`config.mk`:
```
export PLATFORM = sky130hd
export DESIGN_NAME = id_ex_pipe_reg
export DESIGN_NICKNAME = d
export VERILOG_FILES = /design/src/rtl/id_ex_pipe_reg_pkg.sv /design/src/rtl/id_ex_slot.sv /design/src/rtl/id_ex_pipe_reg.sv
export SDC_FILE = /design/constraint.sdc
export NUM_CORES = 1
export LEC_CHECK = 0
export CORE_MARGIN = 4
export CORE_UTILIZATION = 45
export CTS_BUF_LIST = sky130_fd_sc_hd__clkbuf_8
export DETAILED_ROUTE_END_ITERATION = 10
export PLACE_DENSITY = 0.88
export REMOVE_ABC_BUFFERS = 1
export SYNTH_ARGS = -nofsm -noshare
export SYNTH_HDL_FRONTEND = slang
export SYNTH_SLANG_ARGS = --single-unit
```
`constraint.sdc`:
```
create_clock -name CLK -period 3.6 [get_ports CLK]
set_clock_uncertainty 0.15 [all_clocks]
set_input_delay 0.54 -clock CLK [delete_from_list [all_inputs] [get_ports CLK]]
set_output_delay 0.54 -clock CLK [all_outputs]
set_load 0.005 [all_outputs]
```
`src/rtl/id_ex_pipe_reg_pkg.sv`:
```
// Shared RISC-V decode definitions for the ID/EX pipeline register: control word
// layout, ALU op encodings and the occupancy state type.
package id_ex_pipe_reg_pkg;

   localparam int DEF_CTRL_W = 8;
   localparam int REG_IDX_W  = 5;

   // Control word bit positions
   localparam int ALU_OP_LSB = 0;
   localparam int ALU_OP_MSB = 3;
   localparam int MEM_RD_BIT = 4;
   localparam int MEM_WR_BIT = 5;
   localparam int REG_WR_BIT = 6;
   localparam int WB_SEL_BIT = 7;

   typedef enum logic [3:0] {
      ALU_ADD  = 4'd0,
      ALU_SUB  = 4'd1,
      ALU_AND  = 4'd2,
      ALU_OR   = 4'd3,
      ALU_XOR  = 4'd4,
      ALU_SLL  = 4'd5,
      ALU_SRL  = 4'd6,
      ALU_SRA  = 4'd7,
      ALU_SLT  = 4'd8,
      ALU_SLTU = 4'd9
   } alu_op_e;

   typedef enum logic [1:0] {
      ST_EMPTY = 2'd0,
      ST_ONE   = 2'd1,
      ST_TWO   = 2'd2
   } occ_state_e;

endpackage

```
`src/rtl/id_ex_slot.sv`:
```
// Load-enabled payload register for one ID/EX entry with synchronous
// active-low clear.
module id_ex_slot #(
   parameter int N      = 32,
   parameter int CTRL_W = 8
) (
   input  logic              clk,
   input  logic              clr_n,
   input  logic              load,
   input  logic [N-1:0]      d_pc,
   input  logic [N-1:0]      d_opa,
   input  logic [N-1:0]      d_opb,
   input  logic [4:0]        d_rd,
   input  logic [CTRL_W-1:0] d_ctrl,
   output logic [N-1:0]      q_pc,
   output logic [N-1:0]      q_opa,
   output logic [N-1:0]      q_opb,
   output logic [4:0]        q_rd,
   output logic [CTRL_W-1:0] q_ctrl
);

   // Payload storage: clear wins over load
   always_ff @(posedge clk) begin
      if (!clr_n) begin
         q_pc   <= '0;
         q_opa  <= '0;
         q_opb  <= '0;
         q_rd   <= 5'd0;
         q_ctrl <= '0;
      end else if (load) begin
         q_pc   <= d_pc;
         q_opa  <= d_opa;
         q_opb  <= d_opb;
         q_rd   <= d_rd;
         q_ctrl <= d_ctrl;
      end
   end

endmodule

```
`src/rtl/id_ex_pipe_reg.sv`:
```
// ID/EX pipeline register with valid/ready handshake and flush. Define
// ID_EX_SKID_EN for the two-slot skid build with a registered in_ready.
module id_ex_pipe_reg
   import id_ex_pipe_reg_pkg::*;
#(
   parameter int N      = 32,
   parameter int CTRL_W = DEF_CTRL_W
) (
   input  logic              CLK,
   input  logic              RSTn,
   input  logic              flush,
   input  logic              in_valid,
   output logic              in_ready,
   input  logic [N-1:0]      in_pc,
   input  logic [N-1:0]      in_opa,
   input  logic [N-1:0]      in_opb,
   input  logic [4:0]        in_rd,
   input  logic [CTRL_W-1:0] in_ctrl,
   output logic              out_valid,
   input  logic              out_ready,
   output logic [N-1:0]      out_pc,
   output logic [N-1:0]      out_opa,
   output logic [N-1:0]      out_opb,
   output logic [4:0]        out_rd,
   output logic [CTRL_W-1:0] out_ctrl
);

   occ_state_e        state_r, state_nxt_s;
   logic              valid_r;
   logic              accept_s, drain_s, main_load_s, clr_n_s;
   logic [N-1:0]      main_d_pc_s, main_d_opa_s, main_d_opb_s;
   logic [4:0]        main_d_rd_s;
   logic [CTRL_W-1:0] main_d_ctrl_s, main_ctrl_s;

   assign accept_s  = in_valid & in_ready & ~flush;
   assign drain_s   = valid_r & out_ready;
   assign clr_n_s   = RSTn & ~flush;
   assign out_valid = valid_r;
   // Bubbles carry an all-zero control word so no write side effects leak
   assign out_ctrl  = valid_r ? main_ctrl_s : {CTRL_W{1'b0}};

`ifdef ID_EX_SKID_EN
   logic              ready_r, skid_load_s, main_from_skid_s;
   logic [N-1:0]      skid_pc_s, skid_opa_s, skid_opb_s;
   logic [4:0]        skid_rd_s;
   logic [CTRL_W-1:0] skid_ctrl_s;

   assign in_ready = ready_r;
`else
   assign in_ready = ~valid_r | out_ready;
`endif

   // Occupancy next-state and slot load decisions
   always_comb begin
      state_nxt_s = state_r;
      main_load_s = 1'b0;
`ifdef ID_EX_SKID_EN
      skid_load_s      = 1'b0;
      main_from_skid_s = 1'b0;
`endif
      case (state_r)
         ST_EMPTY: begin
            if (accept_s) begin
               main_load_s = 1'b1;
               state_nxt_s = ST_ONE;
            end else begin
               state_nxt_s = ST_EMPTY;
            end
         end
         ST_ONE: begin
            if (accept_s && drain_s) begin
               main_load_s = 1'b1;
               state_nxt_s = ST_ONE;
            end else if (accept_s) begin
`ifdef ID_EX_SKID_EN
               skid_load_s = 1'b1;
               state_nxt_s = ST_TWO;
`else
               state_nxt_s = ST_ONE;
`endif
            end else if (drain_s) begin
               state_nxt_s = ST_EMPTY;
            end else begin
               state_nxt_s = ST_ONE;
            end
         end
         ST_TWO: begin
            if (drain_s) begin
               main_load_s = 1'b1;
`ifdef ID_EX_SKID_EN
               main_from_skid_s = 1'b1;
`endif
               state_nxt_s = ST_ONE;
            end else begin
               state_nxt_s = ST_TWO;
            end
         end
         default: state_nxt_s = ST_EMPTY;
      endcase
      if (flush) begin
         state_nxt_s = ST_EMPTY;
      end else begin
         state_nxt_s = state_nxt_s;
      end
   end

   // State, valid and (skid build) ready registers
   always_ff @(posedge CLK) begin
      if (!RSTn) begin
         state_r <= ST_EMPTY;
         valid_r <= 1'b0;
`ifdef ID_EX_SKID_EN
         ready_r <= 1'b1;
`endif
      end else begin
         state_r <= state_nxt_s;
         valid_r <= (state_nxt_s != ST_EMPTY);
`ifdef ID_EX_SKID_EN
         ready_r <= (state_nxt_s != ST_TWO);
`endif
      end
   end

   // Main slot source: skid entry when draining from TWO, else Decode
   always_comb begin
`ifdef ID_EX_SKID_EN
      if (main_from_skid_s) begin
         main_d_pc_s   = skid_pc_s;
         main_d_opa_s  = skid_opa_s;
         main_d_opb_s  = skid_opb_s;
         main_d_rd_s   = skid_rd_s;
         main_d_ctrl_s = skid_ctrl_s;
      end else begin
         main_d_pc_s   = in_pc;
         main_d_opa_s  = in_opa;
         main_d_opb_s  = in_opb;
         main_d_rd_s   = in_rd;
         main_d_ctrl_s = in_ctrl;
      end
`else
      main_d_pc_s   = in_pc;
      main_d_opa_s  = in_opa;
      main_d_opb_s  = in_opb;
      main_d_rd_s   = in_rd;
      main_d_ctrl_s = in_ctrl;
`endif
   end

   id_ex_slot #(.N(N), .CTRL_W(CTRL_W)) u_main (
      .clk    (CLK),
      .clr_n  (clr_n_s),
      .load   (main_load_s),
      .d_pc   (main_d_pc_s),
      .d_opa  (main_d_opa_s),
      .d_opb  (main_d_opb_s),
      .d_rd   (main_d_rd_s),
      .d_ctrl (main_d_ctrl_s),
      .q_pc   (out_pc),
      .q_opa  (out_opa),
      .q_opb  (out_opb),
      .q_rd   (out_rd),
      .q_ctrl (main_ctrl_s)
   );

`ifdef ID_EX_SKID_EN
   id_ex_slot #(.N(N), .CTRL_W(CTRL_W)) u_skid (
      .clk    (CLK),
      .clr_n  (clr_n_s),
      .load   (skid_load_s),
      .d_pc   (in_pc),
      .d_opa  (in_opa),
      .d_opb  (in_opb),
      .d_rd   (in_rd),
      .d_ctrl (in_ctrl),
      .q_pc   (skid_pc_s),
      .q_opa  (skid_opa_s),
      .q_opb  (skid_opb_s),
      .q_rd   (skid_rd_s),
      .q_ctrl (skid_ctrl_s)
   );
`endif

endmodule

```
### Word level (Yosys, flattened, before mapping)

Cells that the tools add are included.

| word-level totals | value |
|---|---|
| register bits | 112 |
| bits of input ports | 114 |
| output and inout bits | 111 |
| logic and storage cells | 31 |

| operators by class | value |
|---|---|
| equality and inequality tests | 2 |
| mux-type cells | 12 |
| bitwise operators | 7 |
| reduce and logical (&&, ||, !) cells | 3 |

Operator list:

| cell | number |
|---|---|
| 2-to-1 mux 8 bit | 1 |
| 2-to-1 mux 1 bit | 7 |
| one-hot mux 2 bit (3 select lines) | 1 |
| AND 1 bit | 4 |
| 2-to-1 mux 2 bit | 2 |
| one-hot mux 1 bit (3 select lines) | 1 |
| == test 2 x 1 -> 1 bit, second input constant | 1 |
| == test 2 bit, second input constant | 1 |
| logical NOT 2 bit | 1 |
| NOT 1 bit | 2 |
| nonzero test 2 bit | 1 |
| logical AND 1 bit | 1 |
| OR 1 bit | 1 |

### Depth between registers and ports, before layout

Gate-level depths: netlist of run 1.

| depth | value |
|---|---|
| word-level depth | 9 |
| depth in mapped cells | 7 |
| mapped depth without buffers | 4 |

### Hierarchy

From an unflattened synthesis of run 1, not the netlist that was laid out.

| second synthesis, totals | value |
|---|---|
| cell total of the unflattened synthesis | 385 |
| area total of the unflattened synthesis | 4359.2 µm² |

By module, submodules not included:

| module | times used | cells each | area an instance (µm²) | sequential area each (µm²) |
|---|---|---|---|---|
| id_ex_slot | 1 | 351 | 4103.9 | 2182.1 |
| id_ex_pipe_reg | 1 | 34 | 255.2 | 60.1 |

### Worst setup path after synthesis of run 1

Ideal clock, no wire load.

| timing | value |
|---|---|
| path type | in2reg |
| start point | input port in_valid |
| end point | register u_main.q_opb[13] |
| setup time | 0.072 ns |
| arrival | 1.501 ns |
| required time | 3.378 ns |
| slack | 1.877 ns |
| stages | 6 |
| path buffers | 3 |
| cell sequence | nor3b_2 -> a32oi_1 -> buf_4 -> buf_6 -> buf_6 -> mux2i_1 |

| between the ends | value |
|---|---|
| cells in the longest elaborated chain, start to end | 5 |
| elaborated cells on any way between the ends | 6 |
| those cells by class | mux: 3; bitwise: 2; reduce/logical: 1 |

Ends and longest elaborated chain:

| what | line | source |
|---|---|---|
| start, declared | id_ex_pipe_reg.sv:12 | `input logic in_valid,` |
| AND 1 bit (*) (2 in a row) | id_ex_pipe_reg.sv:35 | `assign accept_s = in_valid & in_ready & ~flush;` |
| logical AND 1 bit | id_ex_pipe_reg.sv:71 | `if (accept_s && drain_s) begin` |
| 2-to-1 mux 1 bit | id_ex_pipe_reg.sv:71 |  |
| one-hot mux 1 bit (3 select lines) (*) | id_ex_pipe_reg.sv:61 | `case (state_r)` |
| end signal, assigned | id_ex_slot.sv:33 | `q_opb <= d_opb;` |
| end, declared | id_ex_slot.sv:17 | `output logic [N-1:0] q_opb,` |

Every way passes the cells marked *; elsewhere a longest branch is shown, timed or not.
A chain may end at the register's enable or synchronous reset.

### Worst setup path after layout of run 1

| timing | value |
|---|---|
| start point | input port out_ready |
| end point | register u_main.q_pc[6] |

| between the ends | value |
|---|---|
| cells in the longest elaborated chain, start to end | 6 |
| elaborated cells on any way between the ends | 9 |
| those cells by class | mux: 4; bitwise: 4; reduce/logical: 1 |

Ends and longest elaborated chain:

| what | line | source |
|---|---|---|
| start, declared | id_ex_pipe_reg.sv:20 | `input logic out_ready,` |
| OR 1 bit | id_ex_pipe_reg.sv:50 | `assign in_ready = ~valid_r \| out_ready;` |
| AND 1 bit (2 in a row) | id_ex_pipe_reg.sv:35 |  |
| logical AND 1 bit | id_ex_pipe_reg.sv:71 |  |
| 2-to-1 mux 1 bit | id_ex_pipe_reg.sv:71 |  |
| one-hot mux 1 bit (3 select lines) (*) | id_ex_pipe_reg.sv:61 |  |
| end signal, assigned | id_ex_slot.sv:31 | `q_pc <= d_pc;` |
| end, declared | id_ex_slot.sv:15 | `output logic [N-1:0] q_pc,` |

Marked as above.

==> flow_summary.toml, run 1 <==
[global_routing]
grt_max_degree = 120
grt.overflow.total = 0
grt_first_pass_wirelength_um = 18950
grt_pass1_vias = 4012
antenna_found_initial = 0
grt_usage_pct = 20.47

[logic_synthesis]
synth_top_area_cell = "dfxtp_1"
synth-main-ff-cell = "dfxtp_1"
synthTopCellsByCount = "220 x nand2_1, 112 x dfxtp_1, 109 x mux2i_1"
synth_async_sr_flop_share_pct = 0
synth_seq_cells = 112
yosys_warnings = 0
netlist_top_cells_area = "dfxtp_1 50%, mux2i_1 24%, nand2_1 18%"
yosys.area.top_type_share_pct = 49.65
synthCells = 502
synth_cell_types = 19
synth_edf_count = 0
synth.most_common_cell = "nand2_1"
synth-seq-area-share_pct = 49.65
synth.cell_area_um2 = 4516
avgSynthCellArea_um2 = 8.995

[routing]
wirelength_um = 12230
drt_iter0_drc = 189
num_vias = 4032
wire_per_inst_um = 14.51
drc_errors = 0
first_pass_iters = 4
vias_per_cell = 4.783
drt.antenna.violating_nets = 0

[min_path]
min_path_cells = 2
hp-class = "flip-flop to flip-flop"
hold_path_end = "u_main.q_pc[29]$_SDFFE_PN0P_"
min_from = "u_main.q_pc[29]$_SDFFE_PN0P_"

[place]
place_congestion = 0.7348
dp_worst_setup_slack_ns = 0.7179
dp_hpwl_um = 9161
dp_cells = 827
portBuffers = 224

[clock_network]
cts_num_sinks = 112
h-tree-depth = 3
cts-buffers-inserted = 9
cts.repair.resized = 0
clockBufferDepth = 2
insertion_delay_ns = 0.37
cts_tree = "yes"
cts_root_buf = "clkbuf_8"
holdBufCountCts = 0
cts_setup_buffers = 0
clkSlewWorstSetupHoldPaths_ns = 0.10

[power_and_ir_drop]
pwr-share-comb_pct = 14.3
intPower_mw = 1.876
p_sw_mw = 0.5734
pwr-share-clk_pct = 33.3
switching_share_pct = 23.41
power_frac_seq_pct = 52.5
p_leak_nw = 3.031
power.density_nw_per_um2 = 346.9
max-vdd-ir-drop_mv = 0.2284

[final_layout]
syn2layout_area_growth_pct = 56.33
num-fill-cells = 718
drive_above_1_share_pct = 3.521
stdcell_count = 843
final_util_pct = 72.22
nNetsFinal = 819
num_antenna_cells = 0

[die]
rows = 36
start_util_pct = 46.20
io_pins = 225
core_um2 = 9774
dieArea_um2 = 11700
die_h_um = 108.2
die_x_um = 108.2

[timing]
fin_crit_sh_pct = 69.91
rsz0062_at_grt = "false"
hold_viol = 0
setup_viol = 0
max_freq_ghz = 0.3973
relSlewSlack_pct = 55.87
setup_tns_ns = 0
max_slew.worst_pin.slew_ns = 0.6620
slew_violations = 0
layout_setup_ws_ns = 1.083
finalCriticalPeriod_ns = 2.517

[critical_path]
r2r_slack_ns = 1.18
worst_path_max_delay_cell = "a32oi_4"
cp-end-kind = "flip-flop"
crit_type = "primary input to flip-flop"
regToRegStartpoint = "out_valid$_SDFF_PN0_"
arrival_ns = 2.65
cp_max_fo = 20
crit_required_ns = 3.74
r2r_cells = 4
cp_slowest_stage_delay_ns = 0.58
startpoint_type = "primary input"
crit_chain = "clkdlybuf4s50_1 -> nand2_1 -> o21ai_0 -> a32oi_4 -> buf_4 -> mux2i_1"
reg2reg_to = "u_main.q_pc[6]$_SDFFE_PN0P_"

[status]
status = "finished clean"

[job]
max-cap-violations = 0
worst max-delay path by stage:
stage | start | to | slack (ns)
finish | out_ready | u_main.q_pc[6]$_SDFFE_PN0P_ | 1.08
floorplan | out_ready | u_main.q_ctrl[0]$_SDFFE_PN0P_ | -6.02
detailed placement | out_ready | u_main.q_pc[6]$_SDFFE_PN0P_ | 0.72
global route | out_ready | u_main.q_opa[8]$_SDFFE_PN0P_ | 0.95
CTS | out_ready | u_main.q_pc[6]$_SDFFE_PN0P_ | 1.10
global placement | out_ready | u_main.q_opa[3]$_SDFFE_PN0P_ | 0.81
layout make-up:
type,count,area [µm²],share of cell area [%]
multi-input combinational,351,2096,29.69
clock inverter,7,93.84,1.329
sequential,112,2242,31.76
inverter,2,7.507,0.1063
clock buffer,9,123.9,1.755
timing repair buffer,229,2330,33.00
tap,133,166.4,2.357
registers in the layout, summed over array words and instances, names as in the netlist:
signal	cells
out_valid	1
state_r	2
u_main.q_ctrl	8
u_main.q_opa	32
u_main.q_opb	32
u_main.q_pc	32
u_main.q_rd	5
placed cells by master (no fill, tap or decap):
cell,synthesis,routed
nand2_1,220,220
clkdlybuf4s50_1,0,224
clkinv_2,0,2
dfxtp_1,112,112
a21o_1,1,1
o21ai_0,1,1
a32oi_4,0,1
inv_6,0,1
clkbuf_8,0,9
nor3b_2,1,1
a21oi_1,4,4
buf_12,0,4
bufinv_16,0,2
and3_1,1,1
and2_1,8,8
o32a_1,1,1
nor2b_4,1,2
inv_1,2,2
clkinvlp_4,0,2
buf_4,10,1
nand2b_1,2,2
mux2i_1,109,109
critical path, delay by kind of cell:
family | cells | cell delay (ns)
muxes | 1 | 0.26
buffers and inverters | 2 | 0.97
AOI/OAI and AO/OA | 2 | 0.73
and+or+nand+nor | 1 | 0.14
power by group through the flow:
| stage | registers, mW | clock network, mW | logic [mW] |
|---|---|---|---|
| after floorplan | 1.31 | 0 | 0.209 |
| after global placement | 1.31 | 0 | 0.343 |
| after detailed placement | 1.31 | 0 | 0.350 |
| after CTS | 1.28 | 0.841 | 0.353 |
| after global routing | 1.29 | 0.889 | 0.375 |
| final | 1.28 | 0.815 | 0.350 |
logic make-up after synthesis:
family / Yosys count / share of synthesized area (%)
simple gates: 234 / 20.53
flops: 112 / 49.65
mux: 109 / 24.16
buf+inv: 39 / 4.517
compound gates: 8 / 1.136
per-stage QoR:
stage	power, mW	hold slack, ns	cell area [µm²]
floorplan	1.523	0.2834	4319
global placement	1.655	0.2895	6842
finish	2.449	0.3112	7059
CTS	2.478	0.3152	7059
detailed placement	1.663	0.3003	6842
global route	2.553	0.3374	7059
layer usage:
| layer | up-vias | routed length (µm) | track usage [%] | share of wire [%] |
|---|---|---|---|---|
| met5 | - | 0 | 0 | 0 |
| met4 | 0 | 330 | 9.378 | 2.7 |
| met3 | 23 | 1031 | 6.567 | 8.4 |
| met2 | 157 | 6210 | 36.90 | 51 |
| met1 | 1834 | 4656 | 21.66 | 38 |
| li1 | 2018 | - | - | - |
Note: power is estimated with default switching activity, not from simulation.
==> run 2: changes to the inputs <==
Settings changed: CORE_UTILIZATION 45 to 42, PLACE_DENSITY 0.88 to 0.83.
Clock period 3.6 ns to 2.55 ns, I/O delays scaled along.
==> run 2 against run 1 <==
Flip-flop and latch count unchanged. Clock-buffer cell count increased by 1. Power grew 49%. Die area grew 6.6%. Sequential power rose by 41%. Final cell count increased by 0.36%. Clock power grew 64%. Non-clock buffer count did not move. Sequential share of layout area down 0.30 points. First-iteration DRC count grew 2.1%.
==> flow_summary.toml, run 2 (same netlist as run 1, synthesis figures left out) <==
[critical_path]
worst-path-buf-inv = 1
crit_required_ns = 2.02
cp-end-kind = "output port"
reg2reg_to = "u_main.q_pc[22]$_SDFFE_PN0P_"
cp_max_fo = 15
crit_family = "flip-flops"
r2r_cells = 4
crit_type = "flip-flop to output port"
crit_chain = "and2_1 -> clkdlybuf4s50_1"
startpoint_type = "flip-flop"
cp_slowest_stage_delay_ns = 0.66
worst_path_max_delay_cell = "dfxtp_1"
r2r_slack_ns = 0.37
regToRegStartpoint = "out_valid$_SDFF_PN0_"
arrival_ns = 1.75

[die]
die_h_um = 111.7
rows = 37
start_util_pct = 43.35
io_pins = 225
dieArea_um2 = 12470
core_um2 = 10420
die_x_um = 111.7

[timing]
hold_viol = 0
rsz0062_at_grt = "false"
layout_setup_ws_ns = 0.2673
hold-worst-slack_ns = 0.3118
fin_crit_sh_pct = 89.52
setup_viol = 0
relSlewSlack_pct = 65.20
setup_tns_ns = 0
slew_violations = 0
finalCriticalPeriod_ns = 2.283
max_freq_ghz = 0.4381
max_slew.worst_pin.slew_ns = 0.5212

[clock_network]
cts_tree = "yes"
insertion_delay_ns = 0.35
h-tree-depth = 3
cts-buffers-inserted = 9
cts_setup_buffers = 0
cts_num_sinks = 112
cts.repair.resized = 0
clkSlewWorstSetupHoldPaths_ns = 0.10
holdBufCountCts = 0
clockBufferDepth = 2
cts_root_buf = "clkbuf_8"

[job]
max-cap-violations = 0

[final_layout]
nNetsFinal = 819
num-fill-cells = 814
stdcell_count = 846
drive_above_1_share_pct = 3.521
syn2layout_area_growth_pct = 57.80
layout_common_cells = "224 x clkdlybuf4s50_1, 220 x nand2_1, 112 x dfxtp_1"
multi_input_area_um2 = 2096
final_area_um2 = 7126
reg_top3 = "u_main.q_opa x32, u_main.q_opb x32, u_main.q_pc x32"
num_antenna_cells = 0
final_util_pct = 68.41
final_common_cell = "clkdlybuf4s50_1"
seqCellArea_um2 = 2242

[place]
place_area_um2 = 6858
dp_cells = 830
dp_hpwl_um = 8914
dp_worst_setup_slack_ns = 0.07113
place_congestion = 0.7944
portBuffers = 224

[global_routing]
grt_first_pass_wirelength_um = 19540
grt_max_degree = 111
grt_pass1_vias = 4025
antenna_found_initial = 0
grt_usage_pct = 19.04
grt.overflow.total = 0

[power_and_ir_drop]
max-vdd-ir-drop_mv = 0.2785
p_leak_nw = 3.067
power_mw = 3.654
power.density_nw_per_um2 = 512.8

[routing]
num_vias = 3997
drc_errors = 0
wirelength_um = 12220
met2_length_um = 6044
first_pass_iters = 4
met1_length_um = 4989
drt_iter0_drc = 193
vias_per_cell = 4.725
wire_per_inst_um = 14.44
wl_met3_um = 961
top_layer = "met4"
drt.antenna.violating_nets = 0

[min_path]
hold_path_end = "u_main.q_opb[13]$_SDFFE_PN0P_"
min_path_cells = 2
hp-class = "flip-flop to flip-flop"
min_from = "u_main.q_opb[13]$_SDFFE_PN0P_"

[status]
status = "finished clean"
run 2: routing by layer:
layer,GRT usage (%),up-vias
met5,0,-
met2,33.65,151
li1,-,2009
met4,7.380,0
met3,6.087,20
met1,21.24,1817
run 2: worst max-delay path by stage:
stage	start	end	slack [ns]	depth (start not counted)
finish	out_valid$_SDFF_PN0_	out_ctrl[0]	0.27	2
global route	out_valid$_SDFF_PN0_	out_ctrl[0]	0.16	2
CTS	out_valid$_SDFF_PN0_	out_ctrl[0]	0.23	2
detailed placement	out_ready	u_main.q_pc[22]$_SDFFE_PN0P_	0.07	6
global placement	out_ready	u_main.q_opa[2]$_SDFFE_PN0P_	0.23	6
floorplan	out_valid$_SDFF_PN0_	u_main.q_ctrl[0]$_SDFFE_PN0P_	-6.98	2
run 2: where the power goes:
part	switching [mW]	internal (mW)
sequential	0.0245	1.79
clock	0.568	0.776
combinational	0.190	0.307
total	0.782	2.87
run 2: worst reg2reg max path, cell delays in order, from the launching register on:
cell     delay [ns]
dfxtp_1        0.66
o21ai_0        0.29
a32oi_4        0.36
buf_12         0.33
mux2i_1        0.31
run 2: area by class of cell:
type	count	share of cell area [%]
timing repair buffer	229	32.87
multi-input combinational	351	29.41
sequential	112	31.47
clock inverter	6	1.826
tap	136	2.388
clock buffer	10	1.932
inverter	2	0.1054
